==> config.mk <==
export PLATFORM = sky130hd
export DESIGN_NAME = game_state_ctrl
export DESIGN_NICKNAME = d
export VERILOG_FILES = /design/src/rtl/game_state_ctrl.sv
export SDC_FILE = /design/constraint.sdc
export NUM_CORES = 1
export LEC_CHECK = 0
export CAP_MARGIN = 10
export CORE_UTILIZATION = 25
export DETAILED_ROUTE_END_ITERATION = 16
export PLACE_DENSITY_LB_ADDON = 0.12
export SETUP_SLACK_MARGIN = 0.02
export SYNTH_ARGS = -nofsm -noshare
export SYNTH_HDL_FRONTEND = slang
export SYNTH_SLANG_ARGS = --single-unit
==> constraint.sdc <==
create_clock -name i_Clk -period 1.96 [get_ports i_Clk]
set_input_delay 0.392 -clock i_Clk [delete_from_list [all_inputs] [get_ports i_Clk]]
set_output_delay 0.392 -clock i_Clk [all_outputs]
set_load 0.03 [all_outputs]
==> src/rtl/game_state_ctrl.sv <==
// Game flow controller: start/play/hit/goal/over sequencing, lives and score
// bookkeeping, and the respawn command to the frog controller.
module game_state_ctrl #(
  parameter int unsigned c_START_LIVES = 3,
  parameter int unsigned c_HIT_FRAMES  = 60,
  parameter int unsigned c_GOAL_ROW    = 0,
  parameter int unsigned c_MAX_SCORE   = 99
) (
  input  logic       i_Clk,
  input  logic       i_Rst_L,
  input  logic       i_Game_Start,
  input  logic       i_Frame_Tick,
  input  logic       i_Collided,
  input  logic [5:0] i_Frogger_Y,
  output logic       o_Game_Active,
  output logic       o_Respawn,
  output logic [1:0] o_Lives,
  output logic [6:0] o_Score,
  output logic [2:0] o_State
);

  localparam logic [1:0] START_LIVES = 2'(c_START_LIVES);
  localparam logic [7:0] HIT_FRAMES  = 8'(c_HIT_FRAMES);
  localparam logic [5:0] GOAL_ROW    = 6'(c_GOAL_ROW);
  localparam logic [6:0] MAX_SCORE   = 7'(c_MAX_SCORE);

  typedef enum logic [2:0] {
    S_IDLE = 3'd0,
    S_PLAY = 3'd1,
    S_HIT  = 3'd2,
    S_GOAL = 3'd3,
    S_OVER = 3'd4
  } state_t;

  state_t     state_q;
  logic [1:0] lives_q;
  logic [6:0] score_q;
  logic [7:0] frame_cnt_q;
  logic       start_prev_q;
  logic       respawn_q;
  logic       active_q;

  logic start_edge;
  logic goal_reached;

  assign start_edge   = i_Game_Start & ~start_prev_q;
  assign goal_reached = (i_Frogger_Y == GOAL_ROW);

  // active_q is updated alongside every state change so it tracks state_q
  // with no extra cycle of latency.
  always_ff @(posedge i_Clk) begin
    if (!i_Rst_L) begin
      state_q      <= S_IDLE;
      lives_q      <= '0;
      score_q      <= '0;
      frame_cnt_q  <= '0;
      start_prev_q <= 1'b1;
      respawn_q    <= 1'b0;
      active_q     <= 1'b0;
    end else begin
      start_prev_q <= i_Game_Start;
      respawn_q    <= 1'b0;
      case (state_q)
        S_IDLE, S_OVER: begin
          if (start_edge) begin
            lives_q   <= START_LIVES;
            score_q   <= '0;
            respawn_q <= 1'b1;
            state_q   <= S_PLAY;
            active_q  <= 1'b1;
          end
        end
        S_PLAY: begin
          if (i_Collided) begin
            frame_cnt_q <= '0;
            active_q    <= 1'b0;
            if (lives_q <= 2'd1) begin
              lives_q <= '0;
              state_q <= S_OVER;
            end else begin
              lives_q <= lives_q - 2'd1;
              state_q <= S_HIT;
            end
          end else if (goal_reached) begin
            if (score_q < MAX_SCORE) begin
              score_q <= score_q + 7'd1;
            end
            respawn_q <= 1'b1;
            state_q   <= S_GOAL;
            active_q  <= 1'b0;
          end
        end
        S_HIT: begin
          if (i_Frame_Tick) begin
            if (frame_cnt_q + 8'd1 == HIT_FRAMES) begin
              frame_cnt_q <= '0;
              respawn_q   <= 1'b1;
              state_q     <= S_PLAY;
              active_q    <= 1'b1;
            end else begin
              frame_cnt_q <= frame_cnt_q + 8'd1;
            end
          end
        end
        S_GOAL: begin
          state_q  <= S_PLAY;
          active_q <= 1'b1;
        end
        default: begin
          state_q  <= S_IDLE;
          active_q <= 1'b0;
        end
      endcase
    end
  end

  assign o_Game_Active = active_q;
  assign o_Respawn     = respawn_q;
  assign o_Lives       = lives_q;
  assign o_Score       = score_q;
  assign o_State       = state_q;

endmodule

==> flow_summary.toml <==
[outcome]
outcome = "finished, violations left"
failed_checks = "setup timing"

[drt]
first_pass_iters = 4
drt_iter0_markers = 130
avgViaCountPerCell = 4.79
drcViolationCount = 0
routed_wl_um = 3550
wl_per_cell_um = 12.8
ant_nets = 0
vias = 1322

[hold_path]
min-delay-start = "o_Game_Active"
hold_depth = 2
hold_end = "o_Game_Active"
min_path_type = "flip-flop to flip-flop"

[sta]
final_max_slew_viol_count = 0
worst_pin_slew_ps = 568
rsz0062_at_grt = "yes"
setup_ws_ps = -19.0
fin_crit_sh_pct = 101
hold_viol_final = 0
finalCriticalPeriod_ps = 1980
slew-limit-headroom_pct = 62.2
final-setup-viol-count = 2
fmax_mhz = 505
setup_tns_ps = -25.4
fin_worst_skew_ps = 3.22

[clocking]
post-cts-setup-buffers = 0
cts_tree = "built"
clk_path_buf_depth = 2
clk_latency_ps = 270
cts-root-buf = "clkbuf_8"
htree_levels = 1
cts_made_buffers = 3
clk_pin_slew_ps = 90
cts_sinks = 23

[synth]
yosysMostFrequentCell = "dfxtp_1"
yosysTopAreaCell = "dfxtp_1"
synth-seq-area-share_pct = 34.7
netlist_instances = 160
ys_seq_elements = 23
synthTopCellsByCount = "dfxtp_1 (23), nand2_1 (17), nor2_1 (14)"
netlist.area_leader.share_pct = 34.7
synth_warnings = 0
synth_area_per_cell_um2 = 8.30
synthesis.area_um2 = 1330
synth_enable_flop_cells = 0
synthArstFlopShare_pct = 0
synth_area_leaders = "dfxtp_1 (35%), nand2_1 (4.8%), o21ai_0 (4.1%), nor2_1 (4.0%), a21boi_0 (3.4%)"
ys.flop_type = "dfxtp_1"
yosysUniqueCellTypes = 49
synth_nets = 174

[finish]
diodes = 0
fin_cells = 276
nets = 221
syn2layout_area_growth_pct = 41.3
drive_gt1_share_pct = 21.8

[place]
gp_congestion = 0.840
dp.cells = 272
dp_hpwl_um = 2770
portBuffers = 24
pre_cts_ws_ps = -172

[setup_path]
r2r-end = "frame_cnt_q[4]"
crit_type = "flip-flop to flip-flop"
rrSetupSlack_ps = -20
critPathCaptureType = "flip-flop"
cp-start-kind = "flip-flop"
r2r_start = "frame_cnt_q[1]"
cp_data_required_time_ps = 2130
cp_max_fo = 3
ff2ff_path_depth = 6
cp.arrival_ps = 2140

[floorplanning]
row_count = 26
io_pins = 25
die_area_um2 = 5610
die_y_um = 74.9
coreArea_um2 = 5110
die_w_um = 74.9
start_util_pct = 26.0

[pwr]
ir_drop_mv = 0.303
p_sw_mw = 0.275
internal-power_mw = 0.717
p_total_mw = 0.992
power_density_nw_per_um2 = 529
seqPwrFrac_pct = 50.6
pwr-share-comb_pct = 18.4
clockPowerShare_pct = 31.0
p_sw_share_pct = 27.7
p_leak_nw = 0.664

[grt]
grt_usage_pct = 14.6
grt_max_degree = 16
first_global_vias = 1328
antenna_found_initial = 0
grt_overflow = 0
grt_pass1_wl_um = 6210

[run]
cap_violations = 0
[kinds of logic after synthesis]
group	share of synthesized area, %
buf+inv	3.86
simple gates	30.2
mux	0.754
compound gates	23.1
xor+xnor	4.62
flops	34.7
fa+ha+maj	2.83
[stage by stage]
step           util [%]  cell area, um^2  hold WS (ps)
2_1_floorplan         -             1350           471
3_3_place_gp       35.9             1830           452
3_5_place_dp       35.9             1830           457
4_1_cts            36.7             1870           471
5_1_grt            36.7             1880           497
6_report           36.7             1880           467
[per-layer routing]
| layer | global-route usage [%] | up-vias | wire length [um] |
|---|---|---|---|
| met3 | 2.95 | 4 | 86 |
| met5 | 0 | - | 0 |
| li1 | - | 679 | - |
| met1 | 19.3 | 622 | 1730 |
| met2 | 24.1 | 17 | 1690 |
| met4 | 4.40 | 0 | 38 |
[cell type report]
cell class,instances,area (um^2)
Clock buffer,4,45.0
Fill cell,549,3230
Inverter,7,26.3
Multi-Input combinational cell,124,828
Sequential cell,23,470
Tap cell,70,87.6
Timing Repair Buffer,48,418
[power groups by stage]
stage / registers [mW] / clock network (mW) / logic (mW)
floorplan: 0.525 / 0 / 0.0838
global placement: 0.512 / 0 / 0.185
detailed placement: 0.513 / 0 / 0.186
CTS: 0.502 / 0.326 / 0.185
global route: 0.505 / 0.339 / 0.202
finish: 0.502 / 0.307 / 0.183
[how the worst max path moves through the flow]
stage | start | endpoint | slack, ps | cells after the start
after floorplan | frame_cnt_q[1] | frame_cnt_q[4] | 10 | 6
after global placement | i_Game_Start | o_Score[4] | -180 | 5
after detailed placement | i_Frogger_Y[3] | o_Score[5] | -170 | 7
after CTS | frame_cnt_q[1] | frame_cnt_q[4] | -30 | 6
after global routing | frame_cnt_q[1] | frame_cnt_q[4] | -70 | 6
final | frame_cnt_q[1] | frame_cnt_q[4] | -20 | 6
[registers in the layout, summed over array words and instances (netlist names)]
name,flops
frame_cnt_q,8
o_Lives,2
o_Respawn,1
o_Game_Active,1
o_State,3
start_prev_q,1
o_Score,7
[repair_timing]
action,4_1_cts,5_1_grt
endpoints found under the hold margin,0,0
gates resized for setup,2,3
hold buffers,0,0
endpoints found under the setup margin,4,9
[placed cells by master (no fill, tap or decap), drive strengths merged, types with 2 or more instances in the layout]
cell type / instances
or4: 2
xor2: 3
ha: 3
nor2: 14
clkbuf: 4
o2111ai: 2
dfxtp: 23
a31oi: 2
o21a: 2
xnor2: 4
or3b: 2
nand2: 17
and2: 3
a21boi: 6
dlygate4sd2: 2
and3: 4
nor4b: 2
nand3: 8
nor3b: 4
nor3: 3
clkdlybuf4s50: 22
a2111oi: 2
a21oi: 7
inv: 7
buf: 24
o21ai: 11
o211ai: 3
nor2b: 3
[critical path: stages, from the launching register on]
cell and delay (ps):
dfxtp_4 360, ha_4 150, nand3_2 80, o21a_1 200, or4_4 530, or3_4 370, and4_1 180
(Power assumes the default switching activity.)
